--- src/rtl/mem_bist_pkg.sv ---
// Shared types for the memory BIST initiator: FSM state encoding and the
// phase tag recorded with the first failing location.
package mem_bist_pkg;

    typedef enum logic [2:0] {
        ST_IDLE,
        ST_WRITE,
        ST_READ,
        ST_DRAIN,
        ST_WRITE_INV,
        ST_READ_INV,
        ST_DRAIN_INV,
        ST_DONE
    } state_e;

    localparam logic PHASE_TRUE = 1'b0;
    localparam logic PHASE_INV  = 1'b1;

endpackage

--- src/rtl/mem_bist_checker.sv ---
// Read-data checker: delays expected value/address/phase by one cycle to meet
// the memory's registered readData, counts mismatches, latches the first one.
module mem_bist_checker
    import mem_bist_pkg::*;
#(
    parameter int DEPTH = 4,
    parameter int WIDTH = 4
) (
    input  logic               clock,
    input  logic               reset,
    input  logic               clear_i,
    input  logic               cmp_en_i,
    input  logic [WIDTH-1:0]   expected_i,
    input  logic [WIDTH-1:0]   read_data_i,
    input  logic [DEPTH-1:0]   address_i,
    input  logic               phase_i,
    output logic [DEPTH+1:0]   err_count_o,
    output logic [DEPTH-1:0]   first_fail_addr_o,
    output logic               first_fail_phase_o
);

    localparam int ERR_W = DEPTH + 2;

    logic               valid_q;
    logic [WIDTH-1:0]   exp_q;
    logic [DEPTH-1:0]   addr_q;
    logic               phase_q;
    logic [ERR_W-1:0]   err_q, err_d;
    logic [DEPTH-1:0]   ffa_q, ffa_d;
    logic               ffp_q, ffp_d;
    logic               mismatch;

    assign mismatch = valid_q && (read_data_i != exp_q);

    always_comb begin
        err_d = err_q;
        ffa_d = ffa_q;
        ffp_d = ffp_q;
        if (mismatch) begin
            err_d = err_q + ERR_W'(1);
            // Only the very first mismatch of a run is recorded.
            if (err_q == '0) begin
                ffa_d = addr_q;
                ffp_d = phase_q;
            end
        end
    end

    always_ff @(posedge clock) begin
        if (reset || clear_i) begin
            valid_q <= 1'b0;
            exp_q   <= '0;
            addr_q  <= '0;
            phase_q <= PHASE_TRUE;
            err_q   <= '0;
            ffa_q   <= '0;
            ffp_q   <= PHASE_TRUE;
        end else begin
            valid_q <= cmp_en_i;
            if (cmp_en_i) begin
                exp_q   <= expected_i;
                addr_q  <= address_i;
                phase_q <= phase_i;
            end
            err_q <= err_d;
            ffa_q <= ffa_d;
            ffp_q <= ffp_d;
        end
    end

    assign err_count_o        = err_q;
    assign first_fail_addr_o  = ffa_q;
    assign first_fail_phase_o = ffp_q;

endmodule

--- src/rtl/mem_bist.sv ---
// Four-phase pattern BIST initiator for one sync_mem port: FSM, address
// counter and seed-XOR pattern generator around the read-data checker.
module mem_bist
    import mem_bist_pkg::*;
#(
    parameter int DEPTH = 4,
    parameter int WIDTH = 4
) (
    input  logic               clock,
    input  logic               reset,
    input  logic               start,
    input  logic [WIDTH-1:0]   seed,
    output logic               busy,
    output logic               done,
    output logic               pass,
    output logic [DEPTH+1:0]   errorCount,
    output logic [DEPTH-1:0]   firstFailAddress,
    output logic               firstFailPhase,
    output logic               writeEnable,
    output logic [WIDTH-1:0]   writeData,
    output logic [DEPTH-1:0]   address,
    input  logic [WIDTH-1:0]   readData
);

    state_e             state_q, state_d;
    logic [DEPTH-1:0]   addr_q, addr_d;
    logic [WIDTH-1:0]   seed_q;
    logic               pass_q;
    logic               addr_last;
    logic               accept;
    logic [WIDTH-1:0]   addr_ext;
    logic [WIDTH-1:0]   pattern;
    logic               rd_en;
    logic               phase;
    logic [WIDTH-1:0]   expected;

    assign addr_last = (addr_q == {DEPTH{1'b1}});
    assign accept    = (state_q == ST_IDLE) && start;

    // Address zero-extended or truncated to the data width.
    for (genvar gi = 0; gi < WIDTH; gi++) begin : g_addr_ext
        if (gi < DEPTH) begin : g_bit
            assign addr_ext[gi] = addr_q[gi];
        end else begin : g_zero
            assign addr_ext[gi] = 1'b0;
        end
    end

    assign pattern = addr_ext ^ seed_q;

    always_ff @(posedge clock) begin
        if (reset) begin
            state_q <= ST_IDLE;
        end else begin
            state_q <= state_d;
        end
    end

    always_comb begin
        state_d = state_q;
        case (state_q)
            ST_IDLE:      if (start)     state_d = ST_WRITE;
            ST_WRITE:     if (addr_last) state_d = ST_READ;
            ST_READ:      if (addr_last) state_d = ST_DRAIN;
            ST_DRAIN:                    state_d = ST_WRITE_INV;
            ST_WRITE_INV: if (addr_last) state_d = ST_READ_INV;
            ST_READ_INV:  if (addr_last) state_d = ST_DRAIN_INV;
            ST_DRAIN_INV:                state_d = ST_DONE;
            ST_DONE:                     state_d = ST_IDLE;
            default:                     state_d = ST_IDLE;
        endcase
    end

    always_comb begin
        busy        = 1'b0;
        done        = 1'b0;
        writeEnable = 1'b0;
        writeData   = '0;
        address     = '0;
        rd_en       = 1'b0;
        phase       = PHASE_TRUE;
        expected    = pattern;
        case (state_q)
            ST_WRITE: begin
                busy        = 1'b1;
                writeEnable = 1'b1;
                writeData   = pattern;
                address     = addr_q;
            end
            ST_READ: begin
                busy    = 1'b1;
                rd_en   = 1'b1;
                address = addr_q;
            end
            ST_WRITE_INV: begin
                busy        = 1'b1;
                writeEnable = 1'b1;
                writeData   = ~pattern;
                address     = addr_q;
                phase       = PHASE_INV;
            end
            ST_READ_INV: begin
                busy     = 1'b1;
                rd_en    = 1'b1;
                address  = addr_q;
                phase    = PHASE_INV;
                expected = ~pattern;
            end
            ST_DRAIN, ST_DRAIN_INV: begin
                busy    = 1'b1;
                address = addr_q;
            end
            ST_DONE: done = 1'b1;
            default: ;
        endcase
    end

    // Reads hold the last address into the drain cycle; writes wrap to 0.
    always_comb begin
        addr_d = '0;
        case (state_q)
            ST_WRITE, ST_WRITE_INV: addr_d = addr_last ? '0 : addr_q + DEPTH'(1);
            ST_READ, ST_READ_INV:   addr_d = addr_last ? addr_q : addr_q + DEPTH'(1);
            default:                addr_d = '0;
        endcase
    end

    always_ff @(posedge clock) begin
        if (reset) begin
            addr_q <= '0;
            seed_q <= '0;
            pass_q <= 1'b0;
        end else begin
            addr_q <= addr_d;
            if (accept) begin
                seed_q <= seed;
                pass_q <= 1'b0;
            end else if (state_q == ST_DONE) begin
                pass_q <= (errorCount == '0);
            end
        end
    end

    assign pass = (state_q == ST_DONE) ? (errorCount == '0) : pass_q;

    mem_bist_checker #(
        .DEPTH (DEPTH),
        .WIDTH (WIDTH)
    ) u_checker (
        .clock              (clock),
        .reset              (reset),
        .clear_i            (accept),
        .cmp_en_i           (rd_en),
        .expected_i         (expected),
        .read_data_i        (readData),
        .address_i          (address),
        .phase_i            (phase),
        .err_count_o        (errorCount),
        .first_fail_addr_o  (firstFailAddress),
        .first_fail_phase_o (firstFailPhase)
    );

endmodule

--- config.mk ---
export PLATFORM = sky130hd
export DESIGN_NAME = mem_bist
export DESIGN_NICKNAME = d
export VERILOG_FILES = /design/src/rtl/mem_bist_pkg.sv /design/src/rtl/mem_bist_checker.sv /design/src/rtl/mem_bist.sv
export SDC_FILE = /design/constraint.sdc
export NUM_CORES = 1
export LEC_CHECK = 0
export CAP_MARGIN = 15
export CORE_AREA = 5 5 66 68
export CTS_BUF_LIST = sky130_fd_sc_hd__clkbuf_4 sky130_fd_sc_hd__clkbuf_8
export CTS_CLUSTER_DIAMETER = 150
export DETAILED_ROUTE_END_ITERATION = 10
export DIE_AREA = 0 0 71 73
export GPL_TIMING_DRIVEN = 0
export PLACE_DENSITY = 0.79
export SLEW_MARGIN = 20
export SYNTH_ARGS = -nofsm -noshare
export SYNTH_HDL_FRONTEND = slang
export SYNTH_HIERARCHICAL = 1
export SYNTH_SLANG_ARGS = --single-unit
--- constraint.sdc ---
create_clock -name clock -period 1.9 [get_ports clock]
set_input_delay 0.38 -clock clock [delete_from_list [all_inputs] [get_ports clock]]
set_output_delay 0.38 -clock clock [all_outputs]
set_load 0.02 [all_outputs]
Word level (Yosys, flattened, before mapping)
Cells that the tools add are included.
W data, S select, Z words.

cells by class
  add/sub/neg operators = 2
  multiply operators = 0
  divide/modulo/power cells = 0
  $lt $le $gt $ge = 0
  eq/ne operators = 15
  shifts and indexed selects = 0
  muxes and demuxes = 18
  bitwise operators = 2
  reduce and logical (&&, ||, !) cells = 12

operators with widths
  kind                   count
  $pmux W3 S8            1
  $mux W4                4
  $pmux W4 S2            2
  $mux W3                5
  $eq A3 B3 Y1 const B   4
  $ne A2 B2 Y1 const B   6
  $reduce_or A2 Y1       4
  $add A6 B1 Y6 const B  1
  $eq A3 B2 Y1 const B   2
  $logic_not A6 Y1       1
  $mux W1                6
  $reduce_or A6 Y1       1
  $reduce_and A5 Y1      1
  $add A4 B1 Y4 const B  1
  $eq A4 B4 Y1 const B   1
  $ne A4 B4 Y1           1
  $not A4 Y4             1
  $xor A4 B4 Y4          1
  $eq A3 B1 Y1 const B   1
  $logic_not A3 Y1       1
  $logic_and A1 B1 Y1    2
  $reduce_and A2 Y1      1
  $logic_or A1 B1 Y1     1

storage, ports and cells
  register bits = 33
  bits in latches = 0
  memory bits (writable) = 0
  memory bits (read-only) = 0
  bits of input ports = 11
  word-level logic and storage cells = 60
  memories = 0

Longest topological paths before layout
  depth after elaboration = 3
  depth in mapped cells = 7

By module
The synthesis kept the hierarchy.

by module, submodules not included
  module            instances  cells each  area each (um2)  sequential area each (um2)
  mem_bist_checker  1          96          910.9            420.4
  mem_bist          1          99          839.6            240.2

Worst setup path before layout
No wires, ideal clock.

  path type = flip-flop to flip-flop
  from = register state_q[1]
  to = register u_checker.addr_q[0]
  setup time = 0.128 ns
  arrival = 1.588 ns
  data required time = 1.772 ns
  path slack = 0.185 ns
  stages on the path, launching flop included = 8
  path buffers = 3
  clock period less this slack = 1.715 ns
  cell sequence = dfxtp_1 buf_6 and3b_1 buf_2 or2_1 clkbuf_1 mux2i_1 nor2_1

on the way
  word-level cells in the longest chain between the ends = 3
  elaborated cells on any way between the ends = 13
  classes of those cells = eq/ne (6); mux (2); reduce/logical (5)

ends and longest elaborated chain
  element                                              line                    source
  start, declared                                      mem_bist.sv:25          state_e state_q, state_d;
  start signal, assigned                               mem_bist.sv:55          state_q <= state_d;
  $eq A3 B2 Y1 / $eq A3 B3 Y1 (equally long branches)  mem_bist.sv:83          case (state_q)
  $reduce_or A2 Y1 (no line) (*)                       n/a
  $mux W1 (*)                                          mem_bist.sv:83
  via rd_en                                            mem_bist.sv:33          logic rd_en;
  end signal, assigned                                 mem_bist_checker.sv:62  addr_q <= address_i;
  end, declared                                        mem_bist_checker.sv:26  logic [DEPTH-1:0] addr_q;

The timed path passes the listed nets; every way through them passes the cells marked *.
A chain may end at the register's enable or synchronous reset.

Final worst setup path
  from = register addr_q[1] (netlist: addr_ext[1])
  to = output port writeData[1]

on the way
  word-level cells in the longest chain between the ends = 3

ends and longest elaborated chain
  element                 line             source
  start, declared         mem_bist.sv:26   logic [DEPTH-1:0] addr_q, addr_d;
  start signal, assigned  mem_bist.sv:134  addr_q <= addr_d;
  $xor A4 B4 Y4 (*)       mem_bist.sv:49   assign pattern = addr_ext ^ seed_q;
  $not A4 Y4              mem_bist.sv:98   writeData = ~pattern;
  $pmux W4 S2 (*)         mem_bist.sv:83
  end, declared           mem_bist.sv:20   output logic [WIDTH-1:0] writeData,

Mark *: on every way between the ends. The rest lies on a longest branch, timed or not.

==> impl_metrics.py <==
metrics = {
    "logic_synthesis": {
        "async_flop_share": 0,
        "synth_cell_types": 47,
        "synth_area_leaders": "dfxtp_1 38%, mux2i_1 11%, xor2_1 5.0%",
        "synth_compound_area_frac": 0.108,
        "yosys.area_share.simple": 0.254,
        "syn-num-nets": 209,
        "synthXorXnorAreaFrac": 0.0751,
        "postSynthCellCount": 195,
        "synth_edf_count": 0,
        "seq_area_frac_synth": 0.377,
        "synth_top_area_frac": 0.377,
        "synthMuxAreaShare": 0.114,
        "synth_top_family_by_area": "simple AND/OR/NAND/NOR gates",
        "synth.largest_area_cell": "dfxtp_1",
        "syn_area_um2": 1750,
        "synth_warnings": 6,
        "synth_flop_cell": "dfxtp_1",
        "syn_area_per_cell_um2": 8.98,
        "synth-seq-cells": 33,
        "yosys.area_share.adder": 0.0214,
    },
    "drt": {
        "drt-pass1-iter-count": 4,
        "drcViolationCount": 0,
        "drt-total-wl_um": 3900,
        "avgViaCountPerCell": 5.16,
        "drtIter0Drc": 104,
        "via_count": 1501,
        "wl_per_cell_um": 13.4,
        "ant_nets": 0,
    },
    "layout": {
        "antenna_cells": 0,
        "layout_common_cells": "28 x dfxtp_1, 22 x nor2_1, 21 x nand2_1, 21 x clkdlybuf4s50_1, 20 x mux2i_1",
        "utilization": 0.617,
        "layout_commonest_cell": "dfxtp_1",
        "drive_gt1_frac": 0.241,
        "areaGrowthSynthToFinish_pct": 33.8,
        "final_cell_count_no_fill": 291,
        "nets": 254,
    },
    "worst_setup_path": {
        "critPathRequiredTime_ns": 1.52,
        "cp-startpoint": "addr_ext[1]$_SDFFE_PP0P_",
        "arrival_ns": 1.52,
        "path_class": "reg2out",
        "reg2reg_from": "state_q[2]$_SDFFE_PP0P_",
        "slowest_stage": "or3b_1",
        "worstPathCellList": "xor2_4 > or3b_1 > a21oi_2 > buf_6",
        "worst_setup_path_start_kind": "flip-flop",
        "cp_max_fo": 3,
        "end_kind": "output port",
        "max_stage_delay_ns": 0.38,
    },
    "die": {
        "core_um2": 3800,
        "chipHeight_um": 73,
        "die_w_um": 71,
        "fp.dieArea_um2": 5180,
        "initial_core_util": 0.461,
        "ios": 34,
        "rows": 23,
    },
    "sta": {
        "worstMarginPinSlew_ns": 0.526,
        "clock.fmax_ghz": 0.525,
        "setup_violations": 1,
        "setup_slack_ns": -0.00437,
        "timing.hold.ws_ns": 0.461,
        "fin_skew_ns": 0.00807,
        "fin_crit_sh": 1.00,
        "grt_setup_unrepaired": "true",
        "timing.final.crit_period_ns": 1.90,
        "drv_slew": 0,
        "hold_violations": 0,
        "max-slew-margin-rel": 0.645,
    },
    "cts": {
        "cts_buffers": 5,
        "htree_levels": 2,
        "clockBufferDepth": 2,
        "root_buffer": "clkbuf_8",
        "clock_latency_ns": 0.29,
        "clock-sinks": 33,
        "cts_tree": "built",
        "path_clk_slew_ns": 0.07,
    },
    "grt": {
        "grt_pass1_vias": 1495,
        "grt_max_degree": 11,
        "globalRoute.totalOverflow": 0,
        "grt_usage": 0.166,
        "grt_pass1_wl_um": 6780,
        "antenna_found_initial": 0,
    },
    "placement": {
        "gp_congestion": 0.863,
        "portBuffers": 33,
        "hpwl_um": 2800,
        "dp.cells": 278,
    },
    "worst_hold_path": {
        "hp-class": "reg2reg",
        "worstHoldStart": "u_checker/first_fail_addr_o[3]$_SDFFE_PP0P_",
    },
    "power_and_ir_drop": {
        "power.leakage_nw": 0.915,
        "worst_ir_drop_vdd_v": 0.000275,
        "power.density_nw_per_um2": 591,
    },
    "run_status": {
        "status": "finished, violations left",
        "violations": "setup timing",
    },
    "flow_run": {
        "max-cap-violations": 0,
    },
}
==> kinds of logic (layout without fill, tap and decap cells) <==
| logic type | count (synthesis) | after routing |
|---|---|---|
| and+or+nand+nor | 80 | 80 |
| xor gates and xnor gates | 15 | 15 |
| AOI/OAI and AO/OA | 27 | 27 |
| buffers and inverters | 17 | 63 |
| muxes | 20 | 20 |
| adders and majority gates | 3 | 3 |
| DFF | 33 | 33 |
==> registers in the layout (all words and copies together), names as in the netlist, 3 cells and up <==
| name | cells |
|---|---|
| u_checker/addr_q | 4 |
| u_checker/err_count_o | 6 |
| u_checker/first_fail_addr_o | 4 |
| addr_ext | 4 |
| u_checker/exp_q | 4 |
| seed_q | 4 |
| state_q | 3 |
==> repair_timing <==
action | in CTS | in global routing
pin swaps | 2 | 6
hold buffers | 0 | 0
setup buffers | 5 | 2
setup endpoints to repair | 22 | 11
gates cloned | 0 | 0
gates resized for setup | 56 | 18
==> per-layer routing <==
metal / wire length, um / track usage / share of wire / vias to the layer above
li1: - / - / - / 770
met1: 1750 / 0.196 / 0.45 / 690
met2: 1890 / 0.276 / 0.48 / 32
met3: 191 / 0.0523 / 0.049 / 9
met4: 72 / 0.0731 / 0.018 / 0
met5: 0 / 0 / 0 / -
==> cells in the mapped netlist, drive strengths merged (2+ instances only) <==
cell,instances
inv,4
mux2i,20
nor3b,2
a21oi,9
nor2,22
dfxtp,33
a31oi,2
o41a,2
clkbuf,6
or3b,2
or3,2
xor2,10
ha,3
buf,7
or2,2
nand3,5
o21ai,4
and2,3
nor4,3
nor2b,3
xnor2,5
nand2,21
o211ai,3
nand4,2
and3,6
==> critical path: cells and delay by family (launching register included) <==
| family | cells | cell delay [ns] |
|---|---|---|
| buffers and inverters | 1 | 0.13 |
| DFF | 1 | 0.37 |
| and+or+nand+nor | 1 | 0.38 |
| xor gates and xnor gates | 1 | 0.19 |
| AOI/OAI and AO/OA | 1 | 0.17 |
==> per-stage QoR <==
stage	worst slack [ns]	total power, mW	setup TNS (ns)	instance area (um^2)
global route	-0.0752	1.45	-0.113	2340
floorplan	0.185	0.802	0	1750
global placement	-0.455	0.854	-8.02	2140
detailed placement	-0.466	0.854	-8.26	2140
CTS	-0.0178	1.38	-0.0624	2280
finish	-0.00437	1.38	-0.00437	2340
==> area by class of cell <==
| type | count | area (um^2) |
|---|---|---|
| plain buffers | 11 | 75.1 |
| fillers | 344 | 1460 |
| clock buffers | 6 | 76.3 |
| repair buffers | 40 | 345 |
| inverters | 4 | 15.0 |
| multi-input cells | 145 | 1080 |
| flip-flops and latches | 33 | 677 |
| well taps | 50 | 62.6 |
| clock inverters | 2 | 10.0 |
==> report_power, final <==
group / switching (mW) / leakage, nW / internal, mW / total (mW)
combinational: 0.0718 / 0.596 / 0.0734 / 0.145
sequential: 0.0127 / 0.270 / 0.697 / 0.710
clock: 0.261 / 0.0484 / 0.268 / 0.529
total: 0.345 / 0.915 / 1.04 / 1.38
==> path summary, 6_finish.rpt <==
kind	end	slack (ns)	depth (start not counted)
worst max-delay path	writeData[1]	-0.004	4
worst min-delay path	u_checker/first_fail_addr_o[3]$_SDFFE_PP0P_	0.46	2
worst max register to register	u_checker/addr_q[3]$_SDFFE_PP0P_	0.15	6
worst min register to register	u_checker/first_fail_addr_o[3]$_SDFFE_PP0P_	0.46	2
No activity file was read; power rests on OpenSTA's default activity.
